<file path="config.mk">
export PLATFORM = sky130hd
export DESIGN_NAME = poly_byte_encoder
export DESIGN_NICKNAME = d
export VERILOG_FILES = /design/src/rtl/crg_pkg.sv /design/src/rtl/coef_cond_sub.sv /design/src/rtl/poly_byte_encoder.sv
export SDC_FILE = /design/constraint.sdc
export NUM_CORES = 1
export LEC_CHECK = 0
export ABC_AREA = 0
export CAP_MARGIN = 0
export CORE_UTILIZATION = 37
export CTS_CLUSTER_SIZE = 8
export DETAILED_ROUTE_END_ITERATION = 8
export PLACE_DENSITY = 0.62
export SETUP_SLACK_MARGIN = 0.3
export SLEW_MARGIN = 15
export SYNTH_ARGS = -nofsm -noshare
export SYNTH_HDL_FRONTEND = slang
export SYNTH_SLANG_ARGS = --single-unit
export TNS_END_PERCENT = 10
</file>
<file path="constraint.sdc">
create_clock -name clk_i -period 3.6 [get_ports clk_i]
set_clock_uncertainty 0.15 [all_clocks]
set_input_delay 0.54 -clock clk_i [delete_from_list [all_inputs] [get_ports clk_i]]
set_output_delay 0.54 -clock clk_i [all_outputs]
set_load 0.01 [all_outputs]
</file>
<file path="src/rtl/crg_pkg.sv">
// Shared types and sizing for the coefficient byte encoder.
// Word count and counter widths derive from the polynomial geometry.
package crg_pkg;

    localparam int N_COEF = 256;
    localparam int COEF_W = 12;
    localparam int WORD_W = 64;
    localparam int Q      = 3329;

    localparam int N_WORDS = (N_COEF * COEF_W) / WORD_W;
    localparam int BUF_W   = WORD_W + COEF_W - 1;
    localparam int FILL_W  = $clog2(BUF_W + 1);
    localparam int CCNT_W  = $clog2(N_COEF + 1);
    localparam int WCNT_W  = $clog2(N_WORDS + 1);

    typedef logic [COEF_W-1:0] coef_t;

    typedef enum logic [1:0] {
        IDLE,
        PACK,
        DONE
    } enc_state_t;

endpackage

</file>
<file path="src/rtl/coef_cond_sub.sv">
// Conditional subtract by Q; only built when CRG_COEF_REDUCE_EN is defined.
// Maps 0..4095 into 0..Q-1 for inputs below 2Q.
`ifdef CRG_COEF_REDUCE_EN
module coef_cond_sub
    import crg_pkg::*;
(
    input  coef_t coef_i,
    output coef_t coef_o
);

    localparam coef_t QC = coef_t'(Q);

    logic ge_q;

    assign ge_q   = (coef_i >= QC);
    assign coef_o = ge_q ? (coef_i - QC) : coef_i;

endmodule
`endif

</file>
<file path="src/rtl/poly_byte_encoder.sv">
// Packs 256 12-bit coefficients little-endian into 48 64-bit words.
// Define CRG_COEF_REDUCE_EN to reduce each coefficient mod Q on accept.
module poly_byte_encoder
    import crg_pkg::*;
(
    input  logic              clk_i,
    input  logic              rst_n_i,
    input  logic              run_i,
    input  logic              coef_valid_i,
    input  logic [COEF_W-1:0] coef_i,
    output logic              coef_ready_o,
    output logic              word_valid_o,
    output logic [WORD_W-1:0] word_o,
    input  logic              word_ready_i,
    output logic              busy_o,
    output logic              done_o
);

    if ((N_COEF * COEF_W) % WORD_W != 0) begin : g_geom_chk
        $error("N_COEF*COEF_W must be a multiple of WORD_W");
    end

    enc_state_t        state_q, state_d;
    logic [BUF_W-1:0]  buf_q, buf_d;
    logic [FILL_W-1:0] fill_q, fill_d;
    logic [CCNT_W-1:0] coef_cnt_q, coef_cnt_d;
    logic [WCNT_W-1:0] word_cnt_q, word_cnt_d;

    coef_t coef_in;
    logic  in_pack;
    logic  coef_hs;
    logic  word_hs;
    logic  last_word;

`ifdef CRG_COEF_REDUCE_EN
    coef_cond_sub u_cond_sub (
        .coef_i (coef_i),
        .coef_o (coef_in)
    );
`else
    assign coef_in = coef_i;
`endif

    assign in_pack = (state_q == PACK);

    // Both ready/valid are derived only from registered state.
    assign coef_ready_o = in_pack
                        & (fill_q < FILL_W'(WORD_W))
                        & (coef_cnt_q < CCNT_W'(N_COEF));
    assign word_valid_o = in_pack
                        & (fill_q >= FILL_W'(WORD_W));

    assign word_o = buf_q[WORD_W-1:0];
    assign busy_o = in_pack;
    assign done_o = (state_q == DONE);

    assign coef_hs   = coef_ready_o & coef_valid_i;
    assign word_hs   = word_valid_o & word_ready_i;
    assign last_word = (word_cnt_q == WCNT_W'(N_WORDS - 1));

    always_comb begin
        state_d    = state_q;
        buf_d      = buf_q;
        fill_d     = fill_q;
        coef_cnt_d = coef_cnt_q;
        word_cnt_d = word_cnt_q;
        unique case (1'b1)
            (state_q == IDLE): begin
                if (run_i) begin
                    state_d    = PACK;
                    buf_d      = '0;
                    fill_d     = '0;
                    coef_cnt_d = '0;
                    word_cnt_d = '0;
                end
            end
            (state_q == PACK): begin
                // Bits above fill are always zero, so OR-in is safe.
                if (coef_hs) begin
                    buf_d = buf_q
                          | (BUF_W'(coef_in) << fill_q);
                    fill_d     = fill_q + FILL_W'(COEF_W);
                    coef_cnt_d = coef_cnt_q + 1'b1;
                end else if (word_hs) begin
                    buf_d      = buf_q >> WORD_W;
                    fill_d     = fill_q - FILL_W'(WORD_W);
                    word_cnt_d = word_cnt_q + 1'b1;
                    if (last_word) begin
                        state_d = DONE;
                    end
                end
            end
            (state_q == DONE): begin
                state_d = IDLE;
            end
            default: begin
                state_d = IDLE;
            end
        endcase
    end

    always_ff @(posedge clk_i or negedge rst_n_i) begin
        if (!rst_n_i) begin
            state_q    <= IDLE;
            buf_q      <= '0;
            fill_q     <= '0;
            coef_cnt_q <= '0;
            word_cnt_q <= '0;
        end else begin
            state_q    <= state_d;
            buf_q      <= buf_d;
            fill_q     <= fill_d;
            coef_cnt_q <= coef_cnt_d;
            word_cnt_q <= word_cnt_d;
        end
    end

endmodule

</file>
==> results.py <==
metrics = {
    "status": {
        "status": "finished, final reports clean",
    },
    "pwr": {
        "p_leak_nw": 2.448,
        "p_sw_share_pct": 38.63,
        "p_per_area_mw_per_mm2": 877.4,
        "netSwitchingPower_w": 0.001964,
        "pwr-share-comb_pct": 43.7,
        "ir_drop_uv": 283.4,
        "p_seq_share_pct": 38.2,
        "intPower_w": 0.003120,
        "p_clk_share_pct": 18.0,
    },
    "cells_and_area": {
        "final_util_pct": 43.75,
        "ff_latch_area_mm2": 0.002427,
        "multiInputGateArea_mm2": 0.001944,
        "n_antenna_cell": 0,
        "drive_gt1_share_pct": 6.767,
        "syn_to_final_growth_pct": 15.63,
        "fin_cells": 708,
        "fill_cells": 1275,
        "fin_nets": 547,
    },
    "worst_setup_path": {
        "slowest_delay_ns": 0.64,
        "end_kind": "primary output",
        "path_buf_inv": 2,
        "required_ns": 2.91,
        "cp.arrival_ns": 2.16,
        "path_class": "reg -> out",
        "crit_fanout": 16,
        "crit_path_top_delay_cell": "or4b_4",
        "path_cells": "or4b_4, inv_1, clkdlybuf4s50_1",
        "path_delay_family": "simple AND/OR/NAND/NOR gates",
        "startpoint_type": "flop",
        "rrSetupSlack_ns": 1.25,
    },
    "grt": {
        "track_usage_pct": 18.31,
        "grt_overflow_total": 0,
        "grt_max_degree": 51,
        "grt_pass1_wl_mm": 19.83,
        "grt_pass1_vias": 3686,
        "antenna_found_initial": 0,
    },
    "floorplan": {
        "io_pins": 85,
        "core_area_mm2": 0.01324,
        "die_w_um": 118.4,
        "std_cell_rows": 42,
        "initial_core_util_pct": 37.83,
        "die_area_mm2": 0.01401,
        "die_h_um": 118.4,
    },
    "clocking": {
        "ctsHtreeMaxLevel": 3,
        "cts_buffer_depth": 2,
        "cts_resized": 0,
        "cts_tree": "done",
        "clock_sinks": 97,
        "clkLatencyLatePin_ns": 0.35,
        "postCtsSetupRepairBufs": 0,
        "cts.hold.buffers_added": 0,
        "clockRootBuffer": "clkbuf_16",
        "cts.clk_slew.worst_paths_ns": 0.07,
        "cts_inserted_buffers": 9,
    },
    "placement": {
        "dp.cells": 692,
        "globalplace.congestion": 0.9639,
        "port_buffers": 84,
        "dp_hpwl_mm": 8.776,
    },
    "timing": {
        "rsz0062_at_grt": "false",
        "min_period_ns": 2.847,
        "setup_violations": 0,
        "max_slew_margin_pct": 32.05,
        "slew_violations": 0,
        "hold_violations": 0,
        "tightest_slew_ns": 1.015,
        "fmax_mhz": 351.2,
        "setup_tns_ns": 0,
        "post-route-period-util_pct": 79.09,
    },
    "yosys": {
        "ys_seq_area_share_pct": 48.45,
        "synth_area_leaders": "dfrtp_1, buf_4, nand2_1, nor2_1, mux2i_1",
        "ys.flop_type": "dfrtp_1",
        "synth_area_per_cell_um2": 9.634,
        "syn_inst": 520,
        "yosysUniqueCellTypes": 55,
        "synth_edf_count": 0,
        "synthesis.area_mm2": 0.005010,
        "synth-async-reset-ratio_pct": 100.0,
        "synth_nets": 540,
        "yosysTopAreaCellShare_pct": 48.45,
        "yosys_warnings": 0,
        "ys_ff_latch": 97,
        "post-synth-top-area-cell": "dfrtp_1",
    },
    "flow_run": {
        "drv_cap": 0,
    },
    "routing": {
        "dr.pass1.iters": 5,
        "vias": 3764,
        "via_per_inst": 5.316,
        "routedWlPerCell_um": 17.27,
        "wirelength_mm": 12.23,
        "drc_errors": 0,
        "ant_nets": 0,
        "drtIter0Drc": 277,
    },
    "worst_hold_path": {
        "hold_path_class": "in -> async",
    },
}
per-layer routing:
metal	up-vias	wire, µm	global-route usage (%)
li1	1784	-	-
met1	1821	5887	25.81
met2	143	5418	27.32
met3	16	754	4.151
met4	0	165	6.891
met5	-	0	0
metrics by stage:
step                setup slack, ns  hold slack (ns)  power, W  instance area [µm²]
global route                 0.6792           0.1023  0.005413                 5793
floorplan                     1.742          0.09441  0.003538                 5010
finish                       0.7529          0.04795  0.005083                 5793
CTS                          0.7309          0.06669  0.005114                 5793
detailed placement           0.8813           0.3204  0.004189                 5510
global placement             0.9978           0.3166  0.004148                 5510
cells in the mapped netlist, types with 4 or more instances:
cell type  number
dfrtp_1        97
nand2_1        68
buf_4          64
nor2_1         35
o21ai_0        25
a21oi_1        21
o22ai_1        20
a22o_1         13
buf_2          13
mux2i_1        13
nand3_1        13
clkbuf_1       12
nand2b_1       10
o21ai_1         9
nor3_1          8
o2bb2ai_1       8
o21a_1          6
a22oi_1         5
nor3b_1         5
o31ai_1         5
xnor2_1         5
a221o_1         4
and2_1          4
buf_1           4
inv_1           4
cells by family after synthesis:
kind of cell    count (synthesis)  share of synthesized area (%)
flops                          97                          48.45
buf+inv                       100                          12.76
fa+ha+maj                       3                         0.7493
xor+xnor                        6                          1.049
mux                            16                          3.272
simple gates                  172                          17.21
compound gates                126                          16.51
worst paths after layout:
path | start | to | cells past startpoint
max | fill_q[6]$_DFFE_PN0P_ | coef_ready_o | 3
min in group clk_i | buf_q[63]$_DFFE_PN0P_ | buf_q[63]$_DFFE_PN0P_ | 2
min reg2reg | buf_q[63]$_DFFE_PN0P_ | buf_q[63]$_DFFE_PN0P_ | 2
min | rst_n_i | buf_q[30]$_DFFE_PN0P_ | 1
max in group asynchronous | rst_n_i | buf_q[19]$_DFFE_PN0P_ | 2
max reg2reg | state_q[1]$_DFFE_PN0P_ | buf_q[0]$_DFFE_PN0P_ | 4
power by group through the flow:
stage               clock, W  sequential [W]  combinational (W)
detailed placement         0         0.00196            0.00222
finish              0.000916         0.00194            0.00222
global placement           0         0.00196            0.00219
global route        0.000969         0.00201            0.00243
CTS                 0.000933         0.00195            0.00223
floorplan                  0         0.00174            0.00180
cell usage in the layout, fill, tap and decap left out, drive strengths merged, types with 5 or more instances in the layout:
cell           count
a22oi              5
dfrtp             97
o2bb2ai            8
a22o              13
nor3               9
mux2i             13
o21ai             34
inv                7
nand2             68
o31ai              5
a21oi             21
o22ai             20
xnor2              5
o21a               6
clkbuf            11
buf                7
nand3             13
nor3b              5
nor2              36
clkdlybuf4s50     83
nand2b            10
area by class of cell:
cell class                 instances  share of cell area (%)
inverter                           6                  0.3888
sequential                        97                   41.90
clock inverter                     5                  0.6911
tap                              176                   3.801
multi-input combinational        323                   33.56
clock buffer                      11                   4.190
timing repair buffer              90                   15.46
flip-flops by register name (all words and copies together) (netlist names):
| signal | cells |
|---|---|
| word_cnt_q | 6 |
| fill_q | 5 |
| state_q | 2 |
| buf_q | 75 |
| coef_cnt_q | 9 |
(Power assumes the default switching activity.)
